`src/rtl/alu_divider_pkg.sv`:
```
// Shared ALU control constants and divider state encoding.
package alu_divider_pkg;

  localparam logic [4:0] OPADD  = 5'd0;
  localparam logic [4:0] OPSUB  = 5'd1;
  localparam logic [4:0] OPSLL  = 5'd2;
  localparam logic [4:0] OPSLT  = 5'd3;
  localparam logic [4:0] OPSLTU = 5'd4;
  localparam logic [4:0] OPXOR  = 5'd5;
  localparam logic [4:0] OPSRL  = 5'd6;
  localparam logic [4:0] OPSRA  = 5'd7;
  localparam logic [4:0] OPOR   = 5'd8;
  localparam logic [4:0] OPAND  = 5'd9;
  localparam logic [4:0] OPMUL  = 5'd10;
  localparam logic [4:0] OPMULH = 5'd11;
  localparam logic [4:0] OPDIV  = 5'd12;
  localparam logic [4:0] OPDIVU = 5'd13;
  localparam logic [4:0] OPREM  = 5'd14;
  localparam logic [4:0] OPREMU = 5'd15;

  typedef enum logic [1:0] {
    IDLE = 2'd0,
    RUN  = 2'd1,
    DONE = 2'd2
  } divState_e;

  function automatic logic isDivOp(input logic [4:0] op);
    return (op == OPDIV) || (op == OPDIVU) || (op == OPREM) || (op == OPREMU);
  endfunction

  function automatic logic isSignedOp(input logic [4:0] op);
    return (op == OPDIV) || (op == OPREM);
  endfunction

  function automatic logic isQuotientOp(input logic [4:0] op);
    return (op == OPDIV) || (op == OPDIVU);
  endfunction

endpackage

```
`src/rtl/alu_divider_if.sv`:
```
// Request/response bundle between the ALU control path and the divider.
interface alu_divider_if #(
  parameter int WIDTH = 64
);
  logic             iStart;
  logic [4:0]       iALUControl;
  logic [WIDTH-1:0] iA;
  logic [WIDTH-1:0] iB;
  logic             oBusy;
  logic             oDone;
  logic [WIDTH-1:0] oResult;
  logic             oDivZero;

  modport master (
    output iStart, iALUControl, iA, iB,
    input  oBusy, oDone, oResult, oDivZero
  );

  modport slave (
    input  iStart, iALUControl, iA, iB,
    output oBusy, oDone, oResult, oDivZero
  );
endinterface

```
`src/rtl/alu_divider_div_step.sv`:
```
// One radix-2 restoring division step on unsigned magnitudes.
module alu_divider_div_step #(
  parameter int WIDTH = 64
) (
  input  logic [WIDTH-1:0] rem,
  input  logic [WIDTH-1:0] quo,
  input  logic [WIDTH-1:0] divisor,
  output logic [WIDTH-1:0] remNext,
  output logic [WIDTH-1:0] quoNext
);

  logic [WIDTH:0] shiftedRem;
  logic [WIDTH:0] trialDiff;
  logic           noBorrow;

  // Shift the next dividend bit in, trial-subtract, restore on borrow.
  // When the bit shifted out of rem is set the partial remainder already
  // exceeds any WIDTH-bit divisor, so that case never borrows.
  always_comb begin
    shiftedRem = {rem, quo[WIDTH-1]};
    trialDiff  = shiftedRem - {1'b0, divisor};
    noBorrow   = shiftedRem[WIDTH] | ~trialDiff[WIDTH];
    remNext    = noBorrow ? trialDiff[WIDTH-1:0] : shiftedRem[WIDTH-1:0];
    quoNext    = {quo[WIDTH-2:0], noBorrow};
  end

endmodule

```
`src/rtl/alu_divider.sv`:
```
// Multi-cycle signed/unsigned divide and remainder, one quotient bit per cycle.
module alu_divider
  import alu_divider_pkg::*;
#(
  parameter int WIDTH = 64
) (
  input  logic         iCLK,
  input  logic         iRST_N,
  alu_divider_if.slave bus
);

  localparam int CNT_W = $clog2(WIDTH) + 1;

  divState_e        state, nextState;
  logic [4:0]       opReg;
  logic             negQuo, negRem;
  logic [WIDTH-1:0] remReg, quoReg, divisorReg, resultReg;
  logic [CNT_W-1:0] count;
  logic             divZeroReg;

  logic             accept, opSigned, bZero;
  logic [WIDTH-1:0] absA, absB;
  logic [WIDTH-1:0] stepRem, stepQuo, finalResult;

  alu_divider_div_step #(.WIDTH(WIDTH)) uStep (
    .rem     (remReg),
    .quo     (quoReg),
    .divisor (divisorReg),
    .remNext (stepRem),
    .quoNext (stepQuo)
  );

  // Request decode and magnitude conversion of the incoming operands.
  always_comb begin
    accept   = (state == IDLE) && bus.iStart && isDivOp(bus.iALUControl);
    opSigned = isSignedOp(bus.iALUControl);
    bZero    = (bus.iB == '0);
    absA     = (opSigned && bus.iA[WIDTH-1]) ? -bus.iA : bus.iA;
    absB     = (opSigned && bus.iB[WIDTH-1]) ? -bus.iB : bus.iB;
  end

  // Sign fix-up of the final step's quotient or remainder.
  always_comb begin
    if (isQuotientOp(opReg)) finalResult = negQuo ? -stepQuo : stepQuo;
    else                     finalResult = negRem ? -stepRem : stepRem;
  end

  // State register.
  always_ff @(posedge iCLK or negedge iRST_N) begin
    if (!iRST_N) state <= IDLE;
    else         state <= nextState;
  end

  // Next-state logic.
  always_comb begin
    nextState = state;
    case (state)
      IDLE:    if (accept) nextState = bZero ? DONE : RUN;
      RUN:     if (count == CNT_W'(1)) nextState = DONE;
      DONE:    nextState = IDLE;
      default: nextState = IDLE;
    endcase
  end

  // Outputs depend only on registered state.
  always_comb begin
    bus.oBusy    = (state != IDLE);
    bus.oDone    = (state == DONE);
    bus.oResult  = resultReg;
    bus.oDivZero = divZeroReg;
  end

  // Operand capture, iteration and result load.
  always_ff @(posedge iCLK or negedge iRST_N) begin
    if (!iRST_N) begin
      opReg      <= '0;
      negQuo     <= 1'b0;
      negRem     <= 1'b0;
      remReg     <= '0;
      quoReg     <= '0;
      divisorReg <= '0;
      count      <= '0;
      resultReg  <= '0;
      divZeroReg <= 1'b0;
    end else begin
      case (state)
        IDLE: begin
          if (accept) begin
            opReg      <= bus.iALUControl;
            negQuo     <= opSigned && (bus.iA[WIDTH-1] ^ bus.iB[WIDTH-1]);
            negRem     <= opSigned && bus.iA[WIDTH-1];
            remReg     <= '0;
            quoReg     <= absA;
            divisorReg <= absB;
            count      <= CNT_W'(WIDTH);
            if (bZero) begin
              resultReg  <= isQuotientOp(bus.iALUControl) ? '0 : bus.iA;
              divZeroReg <= 1'b1;
            end
          end
        end
        RUN: begin
          remReg <= stepRem;
          quoReg <= stepQuo;
          count  <= count - CNT_W'(1);
          if (count == CNT_W'(1)) begin
            resultReg  <= finalResult;
            divZeroReg <= 1'b0;
          end
        end
        default: ;
      endcase
    end
  end

endmodule

```
`src/flat_wrapper.sv`:
```
// flat-port wrapper written by rule: the top's interface ports become plain ports
module alu_divider_flat import alu_divider_pkg::*;
#(
  parameter int WIDTH = 64
)
  (iCLK, iRST_N, bus_iStart, bus_iALUControl, bus_iA, bus_iB, bus_oBusy, bus_oDone, bus_oResult, bus_oDivZero);
  alu_divider_if #(.WIDTH(WIDTH)) bus_i ();
  input  logic iCLK;
  input  logic iRST_N;
  input wire logic [$bits(bus_i.iStart)-1:0] bus_iStart;
  input wire logic [$bits(bus_i.iALUControl)-1:0] bus_iALUControl;
  input wire logic [$bits(bus_i.iA)-1:0] bus_iA;
  input wire logic [$bits(bus_i.iB)-1:0] bus_iB;
  output wire logic [$bits(bus_i.oBusy)-1:0] bus_oBusy;
  output wire logic [$bits(bus_i.oDone)-1:0] bus_oDone;
  output wire logic [$bits(bus_i.oResult)-1:0] bus_oResult;
  output wire logic [$bits(bus_i.oDivZero)-1:0] bus_oDivZero;
  assign bus_i.iStart = bus_iStart;
  assign bus_i.iALUControl = bus_iALUControl;
  assign bus_i.iA = bus_iA;
  assign bus_i.iB = bus_iB;
  assign bus_oBusy = bus_i.oBusy;
  assign bus_oDone = bus_i.oDone;
  assign bus_oResult = bus_i.oResult;
  assign bus_oDivZero = bus_i.oDivZero;
  alu_divider #(.WIDTH(WIDTH)) u_core (.iCLK(iCLK), .iRST_N(iRST_N), .bus(bus_i));
endmodule
```
`config.mk`:
```
export PLATFORM = sky130hd
export DESIGN_NAME = alu_divider_flat
export DESIGN_NICKNAME = d
export VERILOG_FILES = /design/src/rtl/alu_divider_pkg.sv /design/src/rtl/alu_divider_if.sv /design/src/rtl/alu_divider_div_step.sv /design/src/rtl/alu_divider.sv /design/src/flat_wrapper.sv
export SDC_FILE = /design/constraint.sdc
export NUM_CORES = 1
export LEC_CHECK = 0
export CELL_PAD_IN_SITES_DETAIL_PLACEMENT = 1
export CELL_PAD_IN_SITES_GLOBAL_PLACEMENT = 1
export CORE_MARGIN = 2
export CORE_UTILIZATION = 40
export DETAILED_ROUTE_END_ITERATION = 6
export GPL_TIMING_DRIVEN = 0
export PLACE_DENSITY = 0.88
export SYNTH_ARGS = -nofsm -noshare
export SYNTH_HDL_FRONTEND = slang
export SYNTH_SLANG_ARGS = --single-unit
```
`constraint.sdc`:
```
create_clock -name iCLK -period 5.5 [get_ports iCLK]
set_input_delay 1.65 -clock iCLK [delete_from_list [all_inputs] [get_ports iCLK]]
set_output_delay 1.65 -clock iCLK [all_outputs]
set_load 0.1 [all_outputs]
```
# == Word-level counts from Yosys, hierarchy flattened ==
# Index checks and enable logic that the tools add are counted.
# op_classes
addsub,6
multipliers,0
div_mod_pow,0
order_cmp,0
eq_ne,12
shift,0
muxes,25
bitwise,3
reduce_logical,18
# ops
cell,count
64-bit 2-to-1 mux,12
64-bit case mux with 2 select lines,3
64-bit negator,4
65-bit by 64-bit subtractor with 65-bit output,1
64-bit logical NOT,1
5-bit by 4-bit equality test with 1-bit output (second input constant),6
7-bit case mux with 2 select lines,1
7-bit by 1-bit equality test with 1-bit output (second input constant),1
7-bit 2-to-1 mux,1
7-bit by 1-bit subtractor with 7-bit output (second input constant),1
2-bit 2-to-1 mux,3
2-bit by 1-bit inequality test with 1-bit output (second input constant),3
2-bit AND reduction,3
1-bit logical AND,5
1-bit logical OR,5
2-bit case mux with 2 select lines,1
4-bit AND reduction,1
2-bit nonzero test,2
1-bit 2-to-1 mux,3
2-bit by 1-bit equality test with 1-bit output (second input constant),1
2-bit equality test (second input constant),1
2-bit logical NOT,1
1-bit case mux with 2 select lines,1
1-bit NOT,1
other kinds (2),2
# totals
regBits,273
latch_bits,0
ram_bits,0
romBits,0
inputBits,136
out_inout_bits,67
word_cells,74
memories,0

# == Logic depth before layout (Yosys ltp) ==
# logic_depth
word_depth,9
mapped_depth,26
depth_no_buf,22

# == By module ==
# A second synthesis with hierarchy kept.
# unflattened
hier_cells,3005
area_unflattened_um2,22878.2
# by_module_without_submodules
module,n_inst,cells_each,area_each_um2,seq_area_each_um2
alu_divider,1,2156,17656.9,6806.5
alu_divider_div_step,1,849,5221.3,0.0

# == Worst setup path before layout ==
# OpenSTA, ideal clock, no wires.
# synth_path
path_kind,reg-to-reg
from,register u_core.divisorReg[0]
to,"register u_core.resultReg[48], in the netlist u_core.bus.oResult[48]"
setup_time_ps,132
t_arrival_ps,5656
required_ps,5368
setup_slack_ps,-287
stages_incl_launch_ff,25
path_buffers,3
period_less_slack_ps,5787
cell_sequence,dfrtp_1 ha_1 fa_1 nand2b_1 a21oi_2 o21ai_2 a211oi_2 a2111oi_4 nor2_4 clkbuf_1 buf_2 buf_1 nand2_1 o21ai_0 ha_1 nand3b_1 or4_1 or3_1 or3_1 o31ai_2 nand2b_1 or3_1 o31ai_2 xor2_1 o21ai_1
# synth_via
elab_chain_len,9
elab_cells_between_ends,11
cone_classes,3 x add/sub; 6 x mux; 2 x bitwise
# synth_lines
element,line,source
start: declaration,alu_divider.sv:17,"logic [WIDTH-1:0] remReg, quoReg, divisorReg, resultReg;"
start signal: assignment,alu_divider.sv:94,divisorReg <= absB;
65-bit by 64-bit subtractor with 65-bit output (*),alu_divider_div_step.sv:21,"trialDiff = shiftedRem - {1'b0, divisor};"
1-bit NOT,alu_divider_div_step.sv:22,noBorrow = shiftedRem[WIDTH] | ~trialDiff[WIDTH];
1-bit OR,alu_divider_div_step.sv:22,
64-bit 2-to-1 mux,alu_divider_div_step.sv:23,remNext = noBorrow ? trialDiff[WIDTH-1:0] : shiftedRem[WIDTH-1:0];
64-bit negator,alu_divider.sv:45,else finalResult = negRem ? -stepRem : stepRem;
64-bit 2-to-1 mux,alu_divider.sv:45,
64-bit 2-to-1 mux (*),alu_divider.sv:44,if (isQuotientOp(opReg)) finalResult = negQuo ? -stepQuo : stepQuo;
64-bit 2-to-1 mux (*),alu_divider.sv:106,if (count == CNT_W'(1)) begin
64-bit case mux with 2 select lines (*),alu_divider.sv:86,case (state)
end signal: assignment,alu_divider.sv:97,resultReg <= isQuotientOp(bus.iALUControl) ? '0 : bus.iA;
end signal: assignment,alu_divider.sv:107,resultReg <= finalResult;
end: declaration,alu_divider.sv:17,
# Every way passes the cells marked *; elsewhere a longest branch is shown, timed or not. The select of a mux whose other input is x is not followed.
# A chain may end at the register's enable or synchronous reset.

# == Final worst setup path ==
# layout_path
from,register u_core.remReg[35]
to,"register u_core.resultReg[52], in the netlist u_core.bus.oResult[52]"
# layout_via
elab_chain_len,9
elab_cells_between_ends,11
cone_classes,3 x add/sub; 6 x mux; 2 x bitwise
# layout_lines
element,line,source
start: declaration,alu_divider.sv:17,
start signal: assignment,alu_divider.sv:103,remReg <= stepRem;
65-bit by 64-bit subtractor with 65-bit output,alu_divider_div_step.sv:21,
1-bit NOT,alu_divider_div_step.sv:22,
1-bit OR,alu_divider_div_step.sv:22,
64-bit 2-to-1 mux,alu_divider_div_step.sv:23,
64-bit negator,alu_divider.sv:45,
64-bit 2-to-1 mux,alu_divider.sv:45,
64-bit 2-to-1 mux (*),alu_divider.sv:44,
64-bit 2-to-1 mux (*),alu_divider.sv:106,
64-bit case mux with 2 select lines (*),alu_divider.sv:86,
# Marked as above.

==> results.sh <==
export IMPL_grt_max_degree=101
export IMPL_post_synth_cell_area_avg_um2=7.41
export IMPL_fin_setup_tns_ps=-493
export IMPL_path_class="reg2reg"
export IMPL_cp_top_family="simple AND/OR/NAND/NOR gates"
export IMPL_whs_endpoint="u_core.count[6]"
export IMPL_ir_drop_uv=185
export IMPL_max_slew_margin=0.171
export IMPL_cts_sinks=272
export IMPL_synth_warnings=0
export IMPL_num_fill_cells=7237
export IMPL_finalInstanceArea_um2=30000
export IMPL_clkTransAtPathRegs_ps=70
export IMPL_io_pins=203
export IMPL_yosys_area_top_type_share=0.286
export IMPL_track_usage=0.385
export IMPL_dr_pass1_iters=7
export IMPL_syn_area_um2=23800
export IMPL_ys_ff_latch=272
export IMPL_hp_class="reg2reg"
export IMPL_crit_buf_inv=3
export IMPL_final_cells=4340
export IMPL_post_drt_via_cell_ratio=6.74
export IMPL_antenna_left=0
export IMPL_async_flop_share=1.00
export IMPL_violations="DRC, setup timing"
export IMPL_highest_layer="met5"
export IMPL_synth_area_leaders="dfrtp_1 (29%), o21ai_0 (7.4%), nand2_1 (6.6%)"
export IMPL_cp_arrival_ps=6090
export IMPL_synth_edf_count=0
export IMPL_maxCapViolations=0
export IMPL_grt_pass1_vias=28600
export IMPL_slowest_stage="or4_4"
export IMPL_postPlaceCellArea_um2=26800
export IMPL_cp_start_kind="register"
export IMPL_worstPathMaxFanout=5
export IMPL_numCtsBuffers=36
export IMPL_layout_drive_gt1_share=0.124
export IMPL_syn_inst=3210
export IMPL_crit_chain="ha_4 -> buf_6 -> nand4_1 -> buf_4 -> nor4_4 -> nand3_2 -> o311ai_4 -> a2111oi_4 -> nor2_4 -> clkbuf_16 -> nand2_2 -> o21ai_4 -> ha_4 -> nand3b_1 -> or4_4 -> or3_4 -> or3_4 -> o31ai_4 -> nand3b_4 -> o41ai_4 -> xor2_4 -> a221oi_4 -> a21oi_1"
export IMPL_synth_cell_types=104
export IMPL_post_route_period_util=1.02
export IMPL_path_depth=23
export IMPL_rows=89
export IMPL_fp_dieW_um=248
export IMPL_rsz0062_at_grt="true"
export IMPL_wl_met2_um=53200
export IMPL_core_area_um2=58900
export IMPL_die_area_um2=61500
export IMPL_powerDensity_nw_per_um2=160
export IMPL_hold_buffers=0
export IMPL_setup_viol=10
export IMPL_r2r_slack_ps=-120
export IMPL_routed_via_count=29300
export IMPL_tightest_slew_ps=1240
export IMPL_skew_ps=27.4
export IMPL_leakagePower_nw=11.6
export IMPL_timing_rr_end="u_core.bus.oResult[52]"
export IMPL_whs_ps=473
export IMPL_dp_hpwl_um=92000
export IMPL_synth_common_cells="nand2_1 (416), o21ai_0 (352), a21oi_1 (302)"
export IMPL_outcome="complete, but fails checks"
export IMPL_insertion_delay_ps=600
export IMPL_whs_path_depth=1
export IMPL_clock_fmax_ghz=0.178
export IMPL_area_growth_pct=26.0
export IMPL_overflow=0
export IMPL_final_hold_violation_count=0
export IMPL_drt_iter0_markers=3825
export IMPL_ys_flop_type="dfrtp_1"
export IMPL_cts_htree_levels=2
export IMPL_synth_most_common_cell="nand2_1"
export IMPL_drc_errors=9
export IMPL_synthesis_nets=3417
export IMPL_slew_viol_final=0
export IMPL_gp_congestion=1.00
export IMPL_max_stage_delay_ps=580
export IMPL_required_ps=5960
export IMPL_wl_per_cell_um=28.4
export IMPL_grt_pass1_wl_um=178000
export IMPL_die_height_um=248
export IMPL_met3_length_um=13800
export IMPL_drt_met1_wl_um=48000
export IMPL_reg2regPathDepth=23
export IMPL_post_route_min_period_ps=5620
export IMPL_final_nets=3749
export IMPL_clock_path_buffers=3
export IMPL_port_buffers=201
export IMPL_start_util=0.404
export IMPL_min_from="u_core.count[6]"
export IMPL_dp_cells=4186
export IMPL_root_buffer="clkbuf_16"
export IMPL_ys_seq_area_frac=0.286
export IMPL_critPathCaptureType="register"
export IMPL_antenna_found_initial=2
export IMPL_wirelength_um=123000
export IMPL_synth_top_area_cell="dfrtp_1"
export IMPL_timing_final_ws_setup_ps=-123
export IMPL_rr_startpoint="u_core.remReg[35]"
export IMPL_cts_tree="yes"
[flip-flops by register name, indices dropped and copies added (netlist names)]
signal               flops
u_core.quoReg           64
u_core.count             7
u_core.bus.oDivZero      1
u_core.negRem            1
u_core.remReg           64
u_core.opReg             4
u_core.divisorReg       64
u_core.bus.oResult      64
u_core.negQuo            1
u_core.state             2
[cell families (layout without fill, tap and decap cells)]
logic type / Yosys count / after routing / synth area share
compound gates: 1086 / 1086 / 0.281
xor+xnor: 221 / 221 / 0.0813
fa+ha+maj: 71 / 71 / 0.0376
buf+inv: 289 / 645 / 0.0495
flops: 272 / 272 / 0.286
mux: 42 / 42 / 0.0181
other cells: 0 / 1 / 0
simple gates: 1229 / 1229 / 0.246
[layer usage]
metal | global-route usage | up-vias
li1 | - | 12400
met1 | 0.504 | 14500
met2 | 0.582 | 1935
met3 | 0.0972 | 473
met4 | 0.201 | 2
met5 | 0 | -
[cell type report]
class | count | area [um^2] | area share
Antenna cell | 1 | 2.50 | 0.0000834
Timing Repair Buffer | 302 | 2820 | 0.0940
Clock buffer | 47 | 982 | 0.0328
Buffer | 184 | 981 | 0.0327
Tap cell | 773 | 967 | 0.0323
Clock inverter | 15 | 211 | 0.00705
Inverter | 97 | 377 | 0.0126
Multi-Input combinational cell | 2649 | 16800 | 0.560
Sequential cell | 272 | 6850 | 0.228
[placed cells by master (no fill, tap or decap), types with 88 or more instances in the layout]
| cell type | count |
|---|---|
| nor2_1 | 289 |
| o21ai_0 | 335 |
| dfrtp_1 | 237 |
| nor3_1 | 99 |
| buf_4 | 109 |
| xnor2_1 | 129 |
| xor2_1 | 88 |
| clkbuf_1 | 114 |
| inv_1 | 88 |
| a21oi_1 | 279 |
| clkdlybuf4s50_1 | 200 |
| nand2_1 | 407 |
[how the worst max path moves through the flow]
stage | from | slack (ps) | endpoint
floorplan | u_core.divisorReg[0] | 5 | u_core.bus.oResult[48]
global placement | iRST_N | -9790 | u_core.divisorReg[6]
detailed placement | u_core.remReg[56] | -2610 | u_core.bus.oResult[60]
CTS | u_core.divisorReg[61] | -170 | u_core.bus.oResult[52]
global route | u_core.remReg[38] | -200 | u_core.bus.oResult[52]
finish | u_core.remReg[35] | -120 | u_core.bus.oResult[52]
[timing repair]
action                                  in CTS  in global routing
endpoints found under the setup margin      77                 83
endpoints found under the hold margin        0                  0
resized for setup                          201                130
pin swaps                                   41                 47
setup buffers                               45                 53
gates cloned                                 0                  1
[through the flow]
stage / power, W / util / setup slack, ps
after floorplan: 0.00209 / - / 5.49
final: 0.00481 / 0.509 / -123
after global placement: 0.00230 / 0.455 / -9790
after global routing: 0.00490 / 0.509 / -199
after detailed placement: 0.00231 / 0.456 / -2610
after CTS: 0.00480 / 0.496 / -173
[power breakdown]
group	total, W	leakage, nW	internal, W	switching [W]
Sequential	0.00200	3.27	0.00200	0
Combinational	0.000278	7.70	0.000121	0.000156
Clock	0.00253	0.586	0.00146	0.00108
Total	0.00481	11.6	0.00358	0.00123
Power figures use the tool's default switching activity.
